===== config.mk =====
export PLATFORM = sky130hd
export DESIGN_NAME = jtag_tap
export DESIGN_NICKNAME = d
export VERILOG_FILES = /design/src/rtl/jtag_tap_pkg.sv /design/src/rtl/jtag_tap_fsm.sv /design/src/rtl/jtag_tap.sv
export SDC_FILE = /design/constraint.sdc
export NUM_CORES = 1
export LEC_CHECK = 0
export ABC_AREA = 1
export CAP_MARGIN = 20
export CORE_MARGIN = 5
export CORE_UTILIZATION = 36
export DETAILED_ROUTE_END_ITERATION = 12
export SETUP_SLACK_MARGIN = 0.1
export SYNTH_ARGS = -nofsm -noshare
export SYNTH_HDL_FRONTEND = slang
export SYNTH_HIERARCHICAL = 1
export SYNTH_SLANG_ARGS = --single-unit
export TNS_END_PERCENT = 50

===== constraint.sdc =====
create_clock -name clk -period 1.7 [get_ports clk]
set_input_delay 0.255 -clock clk [delete_from_list [all_inputs] [get_ports clk]]
set_output_delay 0.255 -clock clk [all_outputs]
set_load 0.005 [all_outputs]

===== src/rtl/jtag_tap_pkg.sv =====
// TAP state encoding, instruction opcodes and default IR width shared by jtag_tap and its FSM.
package jtag_tap_pkg;

  localparam int IR_WIDTH_DEF = 5;

  typedef enum logic [3:0] {
    EXIT2_DR         = 4'h0,
    EXIT1_DR         = 4'h1,
    SHIFT_DR         = 4'h2,
    PAUSE_DR         = 4'h3,
    SELECT_IR        = 4'h4,
    UPDATE_DR        = 4'h5,
    CAPTURE_DR       = 4'h6,
    SELECT_DR        = 4'h7,
    EXIT2_IR         = 4'h8,
    EXIT1_IR         = 4'h9,
    SHIFT_IR         = 4'hA,
    PAUSE_IR         = 4'hB,
    RUN_TEST_IDLE    = 4'hC,
    UPDATE_IR        = 4'hD,
    CAPTURE_IR       = 4'hE,
    TEST_LOGIC_RESET = 4'hF
  } tap_state_e;

  localparam logic [4:0] OP_IDCODE = 5'h01;
  localparam logic [4:0] OP_BYPASS = 5'h1F;
  localparam logic [4:0] OP_DBGREG = 5'h10;

  typedef enum logic [1:0] {
    SEL_BYPASS,
    SEL_IDCODE,
    SEL_DBGREG
  } dr_sel_e;

endpackage


===== src/rtl/jtag_tap_fsm.sv =====
// IEEE 1149.1 TAP controller state machine, advanced only on a tck rise event.
// Latency: state moves on the clk edge where rise is high; reset forces Test-Logic-Reset next edge.
// Backpressure: none; rise must already be a single-clk event.
module jtag_tap_fsm
  import jtag_tap_pkg::*;
(
  input  logic       clk,
  input  logic       rst,
  input  logic       rise,
  input  logic       tms,
  output logic [3:0] tap_state
);

  tap_state_e state, state_nxt;

  always_ff @(posedge clk) begin
    if (rst) begin
      state <= TEST_LOGIC_RESET;
    end else begin
      state <= state_nxt;
    end
  end

  always_comb begin
    state_nxt = state;
    if (rise) begin
      case (state)
        TEST_LOGIC_RESET: state_nxt = tms ? TEST_LOGIC_RESET : RUN_TEST_IDLE;
        RUN_TEST_IDLE:    state_nxt = tms ? SELECT_DR        : RUN_TEST_IDLE;
        SELECT_DR:        state_nxt = tms ? SELECT_IR        : CAPTURE_DR;
        CAPTURE_DR:       state_nxt = tms ? EXIT1_DR         : SHIFT_DR;
        SHIFT_DR:         state_nxt = tms ? EXIT1_DR         : SHIFT_DR;
        EXIT1_DR:         state_nxt = tms ? UPDATE_DR        : PAUSE_DR;
        PAUSE_DR:         state_nxt = tms ? EXIT2_DR         : PAUSE_DR;
        EXIT2_DR:         state_nxt = tms ? UPDATE_DR        : SHIFT_DR;
        UPDATE_DR:        state_nxt = tms ? SELECT_DR        : RUN_TEST_IDLE;
        SELECT_IR:        state_nxt = tms ? TEST_LOGIC_RESET : CAPTURE_IR;
        CAPTURE_IR:       state_nxt = tms ? EXIT1_IR         : SHIFT_IR;
        SHIFT_IR:         state_nxt = tms ? EXIT1_IR         : SHIFT_IR;
        EXIT1_IR:         state_nxt = tms ? UPDATE_IR        : PAUSE_IR;
        PAUSE_IR:         state_nxt = tms ? EXIT2_IR         : PAUSE_IR;
        EXIT2_IR:         state_nxt = tms ? UPDATE_IR        : SHIFT_IR;
        UPDATE_IR:        state_nxt = tms ? SELECT_DR        : RUN_TEST_IDLE;
        default:          state_nxt = TEST_LOGIC_RESET;
      endcase
    end
  end

  assign tap_state = state;

endmodule


===== src/rtl/jtag_tap.sv =====
// JTAG TAP oversampled on clk: IR, BYPASS, IDCODE and (with JTAG_TAP_DBGREG_EN) a debug data register.
// Latency: pin edge -> rise/fall event 3 clk, register action on the 4th clk edge.
// Backpressure: none; tck high and low phases must each last at least 3 clk.
module jtag_tap
  import jtag_tap_pkg::*;
#(
  parameter int          IR_WIDTH  = IR_WIDTH_DEF,
  parameter logic [31:0] IDCODE    = 32'h0C0F_FEE1,
  parameter int          DBG_WIDTH = 32
) (
  input  logic                 clk,
  input  logic                 rst,
  input  logic                 tck,
  input  logic                 tms,
  input  logic                 tdi,
  input  logic                 trst,
  output logic                 tdo,
  output logic [3:0]           tap_state,
  output logic [IR_WIDTH-1:0]  ir_out,
  output logic                 dbg_wr,
  output logic [DBG_WIDTH-1:0] dbg_wdata,
  input  logic [DBG_WIDTH-1:0] dbg_rdata
);

  logic       reset_all;
  logic [1:0] tck_sync, tms_sync, tdi_sync;
  logic       tck_prev, tms_q, tdi_q;
  logic       tck_rise, tck_fall;

  assign reset_all = rst | trst;

  // tms/tdi get the same extra stage as tck so they stay aligned with the edge events.
  always_ff @(posedge clk) begin
    if (reset_all) begin
      tck_sync <= '0;
      tms_sync <= '0;
      tdi_sync <= '0;
      tck_prev <= 1'b0;
      tms_q    <= 1'b0;
      tdi_q    <= 1'b0;
      tck_rise <= 1'b0;
      tck_fall <= 1'b0;
    end else begin
      tck_sync <= {tck_sync[0], tck};
      tms_sync <= {tms_sync[0], tms};
      tdi_sync <= {tdi_sync[0], tdi};
      tck_prev <= tck_sync[1];
      tms_q    <= tms_sync[1];
      tdi_q    <= tdi_sync[1];
      tck_rise <= tck_sync[1] & ~tck_prev;
      tck_fall <= ~tck_sync[1] & tck_prev;
    end
  end

  jtag_tap_fsm u_fsm (
    .clk       (clk),
    .rst       (reset_all),
    .rise      (tck_rise),
    .tms       (tms_q),
    .tap_state (tap_state)
  );

  tap_state_e state;
  assign state = tap_state_e'(tap_state);

  dr_sel_e dr_sel;

  always_comb begin
    dr_sel = SEL_BYPASS;
    if (ir_out == IR_WIDTH'(OP_BYPASS)) begin
      dr_sel = SEL_BYPASS;
    end else if (ir_out == IR_WIDTH'(OP_IDCODE)) begin
      dr_sel = SEL_IDCODE;
    end
`ifdef JTAG_TAP_DBGREG_EN
    else if (ir_out == IR_WIDTH'(OP_DBGREG)) begin
      dr_sel = SEL_DBGREG;
    end
`endif
  end

  logic [IR_WIDTH-1:0] ir_sr;
  logic [31:0]         id_sr;
  logic                bypass_sr;
  logic                dbg_lsb;
  logic                dr_lsb;

  always_comb begin
    dr_lsb = bypass_sr;
    case (dr_sel)
      SEL_IDCODE: dr_lsb = id_sr[0];
      SEL_DBGREG: dr_lsb = dbg_lsb;
      default:    dr_lsb = bypass_sr;
    endcase
  end

  always_ff @(posedge clk) begin
    if (reset_all) begin
      ir_sr     <= '0;
      id_sr     <= '0;
      bypass_sr <= 1'b0;
      ir_out    <= IR_WIDTH'(OP_IDCODE);
      tdo       <= 1'b0;
    end else begin
      if (tck_rise) begin
        case (state)
          CAPTURE_IR: ir_sr <= IR_WIDTH'(2'b01);
          SHIFT_IR:   ir_sr <= {tdi_q, ir_sr[IR_WIDTH-1:1]};
          CAPTURE_DR: begin
            if (dr_sel == SEL_IDCODE) id_sr <= IDCODE;
            if (dr_sel == SEL_BYPASS) bypass_sr <= 1'b0;
          end
          SHIFT_DR: begin
            if (dr_sel == SEL_IDCODE) id_sr <= {tdi_q, id_sr[31:1]};
            if (dr_sel == SEL_BYPASS) bypass_sr <= tdi_q;
          end
          default: ;
        endcase
      end

      if (state == TEST_LOGIC_RESET) begin
        ir_out <= IR_WIDTH'(OP_IDCODE);
      end else if (tck_fall && state == UPDATE_IR) begin
        ir_out <= ir_sr;
      end

      // tdo only moves on falling tck so the host samples a stable bit on the next rise.
      if (tck_fall) begin
        case (state)
          SHIFT_IR: tdo <= ir_sr[0];
          SHIFT_DR: tdo <= dr_lsb;
          default:  tdo <= 1'b0;
        endcase
      end
    end
  end

`ifdef JTAG_TAP_DBGREG_EN
  logic [DBG_WIDTH-1:0] dbg_sr;

  always_ff @(posedge clk) begin
    if (reset_all) begin
      dbg_sr    <= '0;
      dbg_wr    <= 1'b0;
      dbg_wdata <= '0;
    end else begin
      dbg_wr <= 1'b0;
      if (tck_rise && dr_sel == SEL_DBGREG) begin
        if (state == CAPTURE_DR) begin
          dbg_sr <= dbg_rdata;
        end else if (state == SHIFT_DR) begin
          dbg_sr <= {tdi_q, dbg_sr[DBG_WIDTH-1:1]};
        end
      end
      if (tck_fall && state == UPDATE_DR && dr_sel == SEL_DBGREG) begin
        dbg_wr    <= 1'b1;
        dbg_wdata <= dbg_sr;
      end
    end
  end

  assign dbg_lsb = dbg_sr[0];
`else
  logic dbg_rdata_unused;

  assign dbg_wr           = 1'b0;
  assign dbg_wdata        = '0;
  assign dbg_lsb          = 1'b0;
  assign dbg_rdata_unused = ^dbg_rdata;
`endif

endmodule


==> impl_results.md <==
- Outcome: finished clean
- Fraction of layout cells with a size suffix above 1: approximately 14%
- Overall via count from detail_route: 2,103
- Maximum VDD drop: between 0.5 and 0.6 mV
- Syn Inst Count: roughly 370
- Sinks on Clock Net: just under 60
- Reg-to-Reg Start: u_fsm/tap_state[0]
- Post-layout instance area: around 3100 sq um
- Type of the worst setup path: reg -> out
- Detail Route Antenna Nets: 0
- Critical Path Start: u_fsm/tap_state[3]
- Worst Setup EP: tap_state[3]
- GRT Overall Usage: about a tenth
- Avg WL per Cell: 9.835 microns
- Post-CTS Resized: 2
- Worst Path Arrival: around 1.3 ns
- # nets final: about 420
- Area share of the largest cell type after synthesis: 43.20%
- Cts bufs inserted: 9
- Die width: roughly 97 microns
- Mapped cell area: approximately 2700 sq um
- Post-DP HPWL: 3161 microns
- Critical R2R Capture: id_sr[15]
- CP bufs+invs: 1
- Routability cong.: 0.7675
- R2r setup slk: approximately 0.38 ns
- R2r worst-path depth: 6
- Pwr/cell area: slightly below 900 nW/um^2
- Crit path depth: 1
- CTS tree: built
- IO buf count: 15
- Initial antenna violation count: 0
- Setup TNS: 0 ns
- Distinct cells, synth: 29
- Area delta synth->final: 12.86%
- Yosys reg bits: 59
- Final Slew Violations: 0
- Drt via density: 4.292
- Post-synthesis sequential area ratio: 43.20%
- Synth area leader: dfxtp_1
- Largest net degree at the start of global routing: 33
- Vias in the first global route: roughly 1,900
- Max Cap Violations: 0
- Mapped Avg Cell Area: 7.470 sq um
- Clock skew: between 0.005 and 0.006 ns
- Crit path cell chain: clkdlybuf4s50_1
- Clock transition at the registers of the reported paths: approximately 0.060 ns
- WL final: between 4000 and 5000 microns
- Worst-case clock buffer depth: 2
- Achievable Freq: between 600 and 700 MHz
- First-pass GRT wire length: about 8200 microns
- Num ports: between 80 and 90
- RSZ-0062 raised after global routing: true
- Post-route setup slack: 0.1121 ns
- Setup bufs post-CTS: 0
- Min Clock Period, post-route: approximately 1.6 ns
- Crit-path max FO: 10
- DR DRC count: 0
- Core ar.: around 7300 sq um
- Initial Util: around 37%
- Die area: roughly 9400 sq um
- Clk root buf: clkbuf_8
- Critical-path top delay cell: clkdlybuf4s50_1
- P_leak: between 1 and 1.5 nW
- Worst Setup End Kind: output port
- Cell row count: 31
- Hold Slack: around 0.4 ns
- Final setup viols: 0
- DIE HEIGHT: between 90 and 100 microns
- Gr ovfl total: 0
- Worst-skew pair later-pin latency: 0.33 ns
- Antenna diodes: 0
- Setup WS pre-CTS: ~0.1 ns
- Placed cell area: approximately 2900 sq um
- Top cells by area, synth: dfxtp_1 (43%), nor2_1 (12%), buf_4 (9.3%)
- Worst EP required: around 1.4 ns
- Startpoint Class: register
- Final hold vios: 0
- Synth warnings: 6
- Crit path max-delay family: buffers and inverters
- Drt pass-1 iters: 4
- Hold WC Path Type: reg -> reg
- Hold buffers post-CTS: 0
- DRC marker count from the first detailed-route iteration: approximately 160
- H-tree depth: 3
- Fin crit share: between 90% and 100%
- CP peak stage delay: between 0.5 and 0.6 ns
stage by stage:
step                instances  util [%]  total power [mW]
floorplan                 398         -             1.524
global placement          474     39.39             1.494
detailed placement        474     39.39             1.495
CTS                       490     42.04             2.711
global route              490     42.09             2.784
finish                    490     42.09             2.674
cell usage after synthesis, drive strengths merged:
library cell,count
a21oi,14
buf,44
clkbuf,3
conb,1
dfxtp,59
inv,43
nand2,37
nand3,6
nand3b,1
nand4,3
nor2,92
nor3,20
o211ai,1
o21a,1
o21ai,40
o31ai,1
sequential cells by signal, summed over array words and instances, names as in the netlist, 2 cells and up:
signal           cells
tdi_sync             2
tms_sync             2
tck_sync             2
ir_out               5
u_fsm/tap_state      4
ir_sr                5
id_sr               32
worst min path at each step:
stage | end | slack (ns) | cells past startpoint | start
detailed placement | tdi_sync[1] | 0.40 | 2 | tdi_sync[0]
floorplan | tck_sync[0] | 0.37 | 2 | tck
global placement | tck_sync[1] | 0.40 | 2 | tck_sync[0]
finish | tdi_sync[1] | 0.41 | 2 | tdi_sync[0]
global route | tdi_sync[1] | 0.43 | 2 | tdi_sync[0]
CTS | tdi_sync[1] | 0.41 | 2 | tdi_sync[0]
placed cells by master (no fill, tap or decap), types with 5 or more instances in the layout:
cell type | netlist | layout
nor2_1 | 85 | 84
dfxtp_1 | 59 | 56
inv_1 | 38 | 38
conb_1 | 1 | 33
nand2_1 | 31 | 31
o21ai_1 | 31 | 31
clkdlybuf4s50_1 | 0 | 14
a21oi_1 | 13 | 13
clkbuf_8 | 0 | 13
nor3_1 | 12 | 12
o21ai_0 | 9 | 9
nor3_2 | 8 | 8
buf_4 | 34 | 6
nor2_2 | 4 | 5
inv_2 | 5 | 5
nand3_1 | 5 | 5
nand2_2 | 5 | 5
worst reg2reg max path, cell delays in order (launching register included):
cell     delay, ns
dfxtp_2       0.37
nor2_4        0.20
nand2_4       0.09
nor2_4        0.24
buf_12        0.21
o21ai_1       0.07
nor2_1        0.09
power by group:
group          switching [mW]  leakage [nW]  internal [mW]
logic                  0.0496         0.677         0.0273
clock network           0.520        0.0997          0.688
registers             0.00204         0.474           1.39
logic make-up after synthesis:
family | count (synthesis) | share of synthesized area, %
AO/OA/AOI/OAI | 57 | 11.03
buffers and inverters | 90 | 18.63
flip-flops | 59 | 43.20
other | 1 | 0.1372
AND/OR/NAND/NOR | 159 | 27.00
cell type report:
class / instances / area, sq um
clock buffers: 15 / 186.4
clock inverters: 1 / 5.005
fillers: 750 / 4245
inverters: 43 / 161.4
multi-input cells: 249 / 1166
flip-flops and latches: 59 / 1185
well taps: 99 / 123.9
repair buffers: 24 / 257.7
routing by layer:
metal	share of wire (%)	GRT usage (%)
met2	44	16.08
met4	1.9	6.479
met5	0	0
met1	49	13.02
met3	4.9	2.656
Power figures use the tool's default switching activity.
